### src/rtl/fifo_ctrl.sv
// FIFO controller driving an external dual-port RAM with registered read data.
// Optional sticky overflow/underflow flags are enabled with `define FIFO_CTRL_ERR_EN.
module fifo_ctrl #(
    parameter int DATA = 16,
    parameter int ADDR = 5
) (
    input  logic              clK,
    input  logic              rst_N,
    input  logic              fifo_WR,
    input  logic [DATA-1:0]   fifo_IN,
    input  logic              fifo_RD,
    output logic [DATA-1:0]   fifo_OUT,
    output logic              fifo_VALID,
    output logic              fifo_FULL,
    output logic              fifo_EMPTY,
    output logic [ADDR:0]     fifo_COUNT,
    output logic              ram_a_WR,
    output logic [ADDR-1:0]   ram_a_ADDR,
    output logic [DATA-1:0]   ram_a_data_IN,
    output logic              ram_b_WR,
    output logic [ADDR-1:0]   ram_b_ADDR,
    output logic [DATA-1:0]   ram_b_data_IN,
    input  logic [DATA-1:0]   ram_b_data_OUT
`ifdef FIFO_CTRL_ERR_EN
    ,
    output logic              fifo_OVF,
    output logic              fifo_UDF
`endif
);

    localparam int PW = ADDR + 1;

    logic [PW-1:0] wr_ptr_q, wr_ptr_d;
    logic [PW-1:0] rd_ptr_q, rd_ptr_d;
    logic          valid_q, valid_d;
    logic          push_ok, pop_ok;
    logic          full, empty;

    // One extra pointer bit distinguishes full from empty when the address bits match.
    assign full    = (wr_ptr_q[ADDR] != rd_ptr_q[ADDR]) &&
                     (wr_ptr_q[ADDR-1:0] == rd_ptr_q[ADDR-1:0]);
    assign empty   = (wr_ptr_q == rd_ptr_q);
    assign push_ok = fifo_WR && !full;
    assign pop_ok  = fifo_RD && !empty;

    assign fifo_FULL  = full;
    assign fifo_EMPTY = empty;
    assign fifo_COUNT = wr_ptr_q - rd_ptr_q;
    assign fifo_VALID = valid_q;
    assign fifo_OUT   = ram_b_data_OUT;

    // The RAM write strobe is held off during reset so nothing is stored while in reset.
    assign ram_a_WR      = push_ok && rst_N;
    assign ram_a_ADDR    = wr_ptr_q[ADDR-1:0];
    assign ram_a_data_IN = fifo_IN;
    assign ram_b_WR      = 1'b0;
    assign ram_b_ADDR    = rd_ptr_q[ADDR-1:0];
    assign ram_b_data_IN = '0;

    always_comb begin
        wr_ptr_d = wr_ptr_q;
        rd_ptr_d = rd_ptr_q;
        valid_d  = pop_ok;
        if (push_ok) wr_ptr_d = wr_ptr_q + PW'(1);
        if (pop_ok)  rd_ptr_d = rd_ptr_q + PW'(1);
    end

    always_ff @(posedge clK or negedge rst_N) begin
        if (!rst_N) begin
            wr_ptr_q <= '0;
            rd_ptr_q <= '0;
            valid_q  <= 1'b0;
        end else begin
            wr_ptr_q <= wr_ptr_d;
            rd_ptr_q <= rd_ptr_d;
            valid_q  <= valid_d;
        end
    end

`ifdef FIFO_CTRL_ERR_EN
    logic ovf_q, ovf_d;
    logic udf_q, udf_d;

    always_comb begin
        ovf_d = ovf_q || (fifo_WR && full);
        udf_d = udf_q || (fifo_RD && empty);
    end

    always_ff @(posedge clK or negedge rst_N) begin
        if (!rst_N) begin
            ovf_q <= 1'b0;
            udf_q <= 1'b0;
        end else begin
            ovf_q <= ovf_d;
            udf_q <= udf_d;
        end
    end

    assign fifo_OVF = ovf_q;
    assign fifo_UDF = udf_q;
`endif

endmodule

### config.mk
export PLATFORM = sky130hd
export DESIGN_NAME = fifo_ctrl
export DESIGN_NICKNAME = d
export VERILOG_FILES = /design/src/rtl/fifo_ctrl.sv
export SDC_FILE = /design/constraint.sdc
export NUM_CORES = 1
export LEC_CHECK = 0
export ABC_AREA = 1
export CORE_UTILIZATION = 37
export CTS_CLUSTER_DIAMETER = 30
export CTS_CLUSTER_SIZE = 20
export DETAILED_ROUTE_END_ITERATION = 8
export PLACE_DENSITY_LB_ADDON = 0.08
export SLEW_MARGIN = 30
export SYNTH_ARGS = -nofsm -noshare
export SYNTH_HDL_FRONTEND = slang
export SYNTH_SLANG_ARGS = --single-unit
### constraint.sdc
create_clock -name clK -period 2.7 [get_ports clK]
set_input_delay 0.27 -clock clK [delete_from_list [all_inputs] [get_ports clK]]
set_output_delay 0.27 -clock clK [all_outputs]
set_load 0.05 [all_outputs]
==> results of run 1 <==
registers in the layout, summed over array words and instances, names as in the netlist:
signal      cells
wr_ptr_q        6
rd_ptr_q        6
fifo_VALID      1
cells by family (layout without fill, tap and decap cells):
family	after synthesis	in the layout	synth area share
other	1	17	0.00264
AO/OA/AOI/OAI	6	6	0.0211
AND/OR/NAND/NOR	86	86	0.273
buffers and inverters	80	50	0.367
adder cells (fa/ha/maj)	8	8	0.0758
flip-flops	13	13	0.229
XOR/XNOR	5	5	0.0308
layer usage:
metal	GRT usage	up-vias	part of all wire
met5	0	-	0
met4	0.0824	0	0.015
met3	0.0143	14	0.062
met2	0.239	36	0.47
met1	0.176	463	0.45
li1	-	511	-
power groups by stage:
stage          Combinational [mW]  Clock, mW  Sequential (mW)
2_1_floorplan                1.58          0            0.372
3_3_place_gp                 1.94          0            0.379
3_5_place_dp                 1.94          0            0.385
4_1_cts                      1.95      0.185            0.381
5_1_grt                      2.06      0.193            0.395
6_report                     1.93      0.179            0.379
area by class of cell:
| type | instances | share of cell area |
|---|---|---|
| clock buffers | 4 | 0.0325 |
| repair buffers | 25 | 0.177 |
| inverters | 21 | 0.0568 |
| well taps | 48 | 0.0433 |
| multi-input cells | 122 | 0.456 |
| flip-flops and latches | 13 | 0.234 |
worst max-delay path, delay by kind of cell (launching register included):
kind	cells	cell delay [ns]
flops	1	0.43
fa+ha+maj	2	0.67
buf+inv	3	0.96
stage by stage:
stage	utilization	setup WS, ns	instance area [um^2]	hold slack [ns]
2_1_floorplan	-	0.367	1480	-0.0256
3_3_place_gp	0.366	0.351	1340	0.538
3_5_place_dp	0.366	0.277	1340	0.540
4_1_cts	0.378	0.0122	1390	0.347
5_1_grt	0.379	0.0170	1390	0.365
6_report	0.379	0.126	1390	0.337
worst paths after layout:
path / start / to / slack, ns / depth (start not counted)
worst max-delay path: wr_ptr_q[0] / fifo_COUNT[1] / 0.13 / 5
worst min-delay path: rst_N / wr_ptr_q[3] / 0.34 / 2
worst max register to register: rd_ptr_q[2] / rd_ptr_q[0] / 1.05 / 8
worst min register to register: rd_ptr_q[5] / rd_ptr_q[5] / 0.56 / 2
max in group asynchronous: rst_N / rd_ptr_q[4] / 2.18 / 2
min in group clK: ram_b_data_OUT[5] / fifo_OUT[5] / 0.54 / 0
placed cells by master, fill, tap and decap left out, types with 2 or more instances in the layout:
cell | netlist | layout
sky130_fd_sc_hd__nand2_2 | 2 | 2
sky130_fd_sc_hd__nor3_1 | 2 | 2
sky130_fd_sc_hd__nand2_1 | 57 | 57
sky130_fd_sc_hd__nor2_1 | 3 | 3
sky130_fd_sc_hd__clkbuf_8 | 0 | 3
sky130_fd_sc_hd__buf_4 | 59 | 7
sky130_fd_sc_hd__nand2_4 | 2 | 2
sky130_fd_sc_hd__xor2_1 | 3 | 3
sky130_fd_sc_hd__xnor2_1 | 2 | 2
sky130_fd_sc_hd__a21oi_1 | 5 | 5
sky130_fd_sc_hd__nand3_1 | 14 | 14
sky130_fd_sc_hd__inv_1 | 21 | 21
sky130_fd_sc_hd__conb_1 | 1 | 17
sky130_fd_sc_hd__ha_1 | 7 | 7
sky130_fd_sc_hd__dfrtp_1 | 13 | 13
sky130_fd_sc_hd__nand4_1 | 3 | 3
sky130_fd_sc_hd__clkdlybuf4s50_1 | 0 | 16
==> results_dict.tcl, run 1 <==
set metrics [dict create \
    synthesis.yosys.warnings 0 \
    yosys.area.top_type "sky130_fd_sc_hd__buf_4" \
    layout.filler_cells 394 \
    power.net_switching_mw 1.48 \
    cts_tree "yes" \
    setup_total_negative_slack_ns 0 \
    first_iter_violations 44 \
    drt-vias-per-instance 4.39 \
    yosysSeqAreaShare 0.229 \
    row_count 22 \
    grt_setup_unrepaired "no" \
    achievable-frequency_mhz 389 \
    final-setup-viol-count 0 \
    timing.final.max_slew_violations 0 \
    drtAntennaViolNets 0 \
    post_cts_buffers 0 \
    drive_gt1_frac 0.0919 \
    gp_congestion 0.897 \
    synth.ff_latch_count 13 \
    critPathMaxFanout 6 \
    antenna_found_initial 0 \
    diodes 0 \
    dp_hpwl_um 2210 \
    core_region_area_um2 3660 \
    flow.area_growth_from_synthesis_pct -2.29 \
    die_area_um2 4090 \
    wl_um 2780 \
    io_pins 105 \
    numPortBuffers 23 \
    cts_repair_resize_count 0 \
    yosys.area.top_type_share 0.312 \
    groute.usage.overall 0.143 \
    root_buffer "sky130_fd_sc_hd__clkbuf_8" \
    power.share.switching 0.594 \
    clock_power_share 0.072 \
    critical_path.most_common_cell "sky130_fd_sc_hd__inv_1" \
    die_h_um 64.0 \
    cts_buffer_depth 2 \
    yosysMostFrequentCell "sky130_fd_sc_hd__buf_4" \
    outcome "completed" \
    postSynthCellCount 199 \
    placed_insts 229 \
    grt_max_degree 15 \
    p_leak_nw 0.753 \
    critPathCaptureType "output port" \
    hold_viol 0 \
    cts.reportedPaths.clkPinSlew_ns 0.06 \
    finalCritPeriodShare 0.953 \
    synth.lib_cells_used.distinct 20 \
    timing_worst_slew_pin_value_ns 0.504 \
    postSynth.asyncResetShare 1.00 \
    worst_skew_pair.late_latency_ns 0.24 \
    synth_enable_flop_cells 0 \
    cts_inserted_buffers 3 \
    post_drt_wl_per_cell_um 11.9 \
    overflow 0 \
    effective_utilization_at_floorplan 0.388 \
    cts_sinks 13 \
    cts_hold_buf 0 \
    timing.critical_path.from_type "flip-flop" \
    slowest_delay_ns 0.79 \
    internal_power_mw 1.01 \
    combined_area_of_the_multi_input_logic_cells_um2 633 \
    max-slew-margin-rel 0.663 \
    grt_pass1_vias 992 \
    hp_class "input pin to async pin" \
    synth.avg_cell_area_um2 7.14 \
    p_comb_frac 0.776 \
    final_period_minus_worst_setup_slack_ns 2.57 \
    layoutNonFillerInstCount 233 \
    power_density_nw_per_um2 1790 \
    critical-path-slowest-cell "sky130_fd_sc_hd__clkdlybuf4s50_1" \
    firstDrtPassIters 4 \
    detailroute.via_count 1024 \
    final-seq-area_um2 325 \
    max_cap_violations 0 \
    syn_area_um2 1420 \
    synth_top_cells_by_count "sky130_fd_sc_hd__buf_4 (59), sky130_fd_sc_hd__nand2_1 (57), sky130_fd_sc_hd__inv_1 (21)" \
    num-nets-final 230 \
    skew_ns 0.00393 \
    drt_drc_violations_left 0 \
    p_seq_frac 0.153 \
    critPathRequiredTime_ns 2.43 \
    cp_data_arrival_time_ns 2.30 \
    p_total_mw 2.49 \
    grt_pass1_wl_um 4550 \
    vdd_ir_drop_max_mv 0.574 \
    die_x_um 64.0 \
    yosys-top-cells-area "sky130_fd_sc_hd__buf_4 (31%), sky130_fd_sc_hd__dfrtp_1 (23%), sky130_fd_sc_hd__nand2_1 (15%), sky130_fd_sc_hd__ha_1 (6.2%), sky130_fd_sc_hd__inv_1 (5.6%)" \
    crit_chain "inv_1, ha_1, fa_1, inv_1, clkdlybuf4s50_1" \
    worstSetupPathType "flip-flop to output port" \
    h_tree_levels 1 \
    synth_ff_type "sky130_fd_sc_hd__dfrtp_1" \
]
No activity file was read; power rests on OpenSTA's default activity.
==> run 2, diff against run 1 <==
--- a/config.mk
+++ b/config.mk
@@ -10,6 +10,7 @@
 export CTS_CLUSTER_DIAMETER = 30
 export CTS_CLUSTER_SIZE = 20
 export DETAILED_ROUTE_END_ITERATION = 8
+export MAX_ROUTING_LAYER = met4
 export PLACE_DENSITY_LB_ADDON = 0.08
 export SLEW_MARGIN = 30
 export SYNTH_ARGS = -nofsm -noshare
==> results of run 2 <==
Same layout as run 1: the final DEF is identical, and so are final timing and power.
Main changes from that run: final weighted congestion in routability-driven placement 0.897 -> 0.912; overall routing resource usage 0.143 -> 0.147
==> run 3, diff against run 2 <==
--- a/config.mk
+++ b/config.mk
@@ -6,6 +6,7 @@
 export NUM_CORES = 1
 export LEC_CHECK = 0
 export ABC_AREA = 1
+export CORE_ASPECT_RATIO = 1.75
 export CORE_UTILIZATION = 37
 export CTS_CLUSTER_DIAMETER = 30
 export CTS_CLUSTER_SIZE = 20
==> results_dict.tcl, run 3 (synthesized netlist as in run 1, its figures left out) <==
set metrics [dict create \
    power.net_switching_mw 1.49 \
    wl_um 3030 \
    first_iter_violations 35 \
    detailroute.via_count 1045 \
    max_cap_violations 0 \
    outcome "completed" \
    hold_viol 0 \
    achievable-frequency_mhz 389 \
    io_pins 105 \
    num-nets-final 229 \
    power_density_nw_per_um2 1810 \
    flow.area_growth_from_synthesis_pct -3.35 \
    leading_cell_types_in_the_layout_fill_and_taps_excluded "sky130_fd_sc_hd__nand2_1 (57), sky130_fd_sc_hd__inv_1 (21), sky130_fd_sc_hd__conb_1 (17), sky130_fd_sc_hd__clkdlybuf4s50_1 (16), sky130_fd_sc_hd__nand3_1 (14)" \
    firstDrtPassIters 4 \
    critical-path-slowest-cell "sky130_fd_sc_hd__clkdlybuf4s50_1" \
    grt_pass1_wl_um 4950 \
    gp_congestion 0.829 \
    critPathCaptureType "output port" \
    final_period_minus_worst_setup_slack_ns 2.57 \
    post_cts_buffers 0 \
    cts.reportedPaths.clkPinSlew_ns 0.06 \
    cts_repair_resize_count 0 \
    cts_buffer_depth 2 \
    critical_path.most_common_cell "sky130_fd_sc_hd__inv_1" \
    cts_hold_buf 0 \
    power.share.switching 0.600 \
    critPathRequiredTime_ns 2.43 \
    drt-vias-per-instance 4.54 \
    slowest_delay_ns 0.79 \
    worst_skew_pair.late_latency_ns 0.25 \
    crit_chain "inv_1, ha_1, fa_1, inv_1, clkdlybuf4s50_1" \
    cts_inserted_buffers 3 \
    row_count 29 \
    numPortBuffers 23 \
    layout.filler_cells 401 \
    cts_sinks 13 \
    drtAntennaViolNets 0 \
    die_h_um 84.0 \
    diodes 0 \
    critPathMaxFanout 6 \
    grt_setup_unrepaired "no" \
    hp_class "input pin to async pin" \
    core_region_area_um2 3630 \
    timing.critical_path.from_type "flip-flop" \
    internal_power_uw 994 \
    post-route-util 0.378 \
    skew_ns 0.00339 \
    post_drt_wl_per_cell_um 13.2 \
    timing_worst_slew_pin_value_ns 0.519 \
    die_area_um2 4100 \
    cp_data_arrival_time_ns 2.30 \
    setup_total_negative_slack_ns 0 \
    most_common_library_cell_in_the_layout_ignoring_fill_and_taps "sky130_fd_sc_hd__nand2_1" \
    grt_max_degree 14 \
    effective_utilization_at_floorplan 0.391 \
    timing.final.max_slew_violations 0 \
    final-setup-viol-count 0 \
    p_comb_frac 0.767 \
    groute.usage.overall 0.167 \
    die_x_um 48.8 \
    vdd_ir_drop_max_mv 0.983 \
    worstPathBufferInverterCount 3 \
    overflow 0 \
    finalCritPeriodShare 0.953 \
    max-slew-margin-rel 0.653 \
    p_leak_nw 0.740 \
    cts_tree "yes" \
    drive_gt1_frac 0.0924 \
    root_buffer "sky130_fd_sc_hd__clkbuf_8" \
    antenna_found_initial 0 \
    reg2reg_setup_slack_ns 1.04 \
    cp_top_family "buffers and inverters" \
    p_seq_frac 0.159 \
    dp_hpwl_um 2370 \
    grt_pass1_vias 1037 \
    clock_power_share 0.074 \
    drt_drc_violations_left 0 \
    h_tree_levels 1 \
    worstSetupPathType "flip-flop to output port" \
]
run 3: power groups by stage:
stage | Sequential [mW] | Combinational (mW) | Clock [mW]
floorplan | 0.372 | 1.58 | 0
global route | 0.415 | 2.04 | 0.206
finish | 0.396 | 1.91 | 0.184
detailed placement | 0.401 | 1.92 | 0
global placement | 0.395 | 1.91 | 0
CTS | 0.396 | 1.93 | 0.197
run 3: path summary, 6_finish.rpt:
check / start / endpoint / depth (start not counted)
max in group asynchronous: rst_N / wr_ptr_q[2] / 2
worst min-delay path: rst_N / wr_ptr_q[3] / 2
min in group clK: ram_b_data_OUT[1] / fifo_OUT[1] / 0
worst min register to register: rd_ptr_q[4] / rd_ptr_q[4] / 2
worst max-delay path: wr_ptr_q[0] / fifo_COUNT[1] / 5
worst max register to register: rd_ptr_q[3] / rd_ptr_q[5] / 8
run 3: layout make-up:
class	count	area, um^2	area share
multi-input cells	122	633	0.461
flip-flops and latches	13	325	0.237
repair buffers	24	233	0.170
inverters	21	78.8	0.0574
well taps	46	57.6	0.0419
clock buffers	4	45.0	0.0328
run 3: routing by layer:
metal,vias up,wire (um),global-route usage
li1,513,-,-
met1,469,1120,0.159
met2,41,1620,0.288
met3,22,185,0.0310
met4,0,109,0.128
met5,-,0,-
run 3: stage by stage:
step | std cells | area (um^2) | hold slack [ns] | total power [mW] | worst slack, ns
2_1_floorplan | 215 | 1480 | -0.0256 | 1.95 | 0.367
3_3_place_gp | 226 | 1330 | 0.540 | 2.31 | 0.393
3_5_place_dp | 226 | 1330 | 0.540 | 2.32 | 0.390
4_1_cts | 230 | 1370 | 0.457 | 2.52 | 0.103
5_1_grt | 230 | 1370 | 0.459 | 2.66 | 0.0179
6_report | 230 | 1370 | 0.444 | 2.49 | 0.126
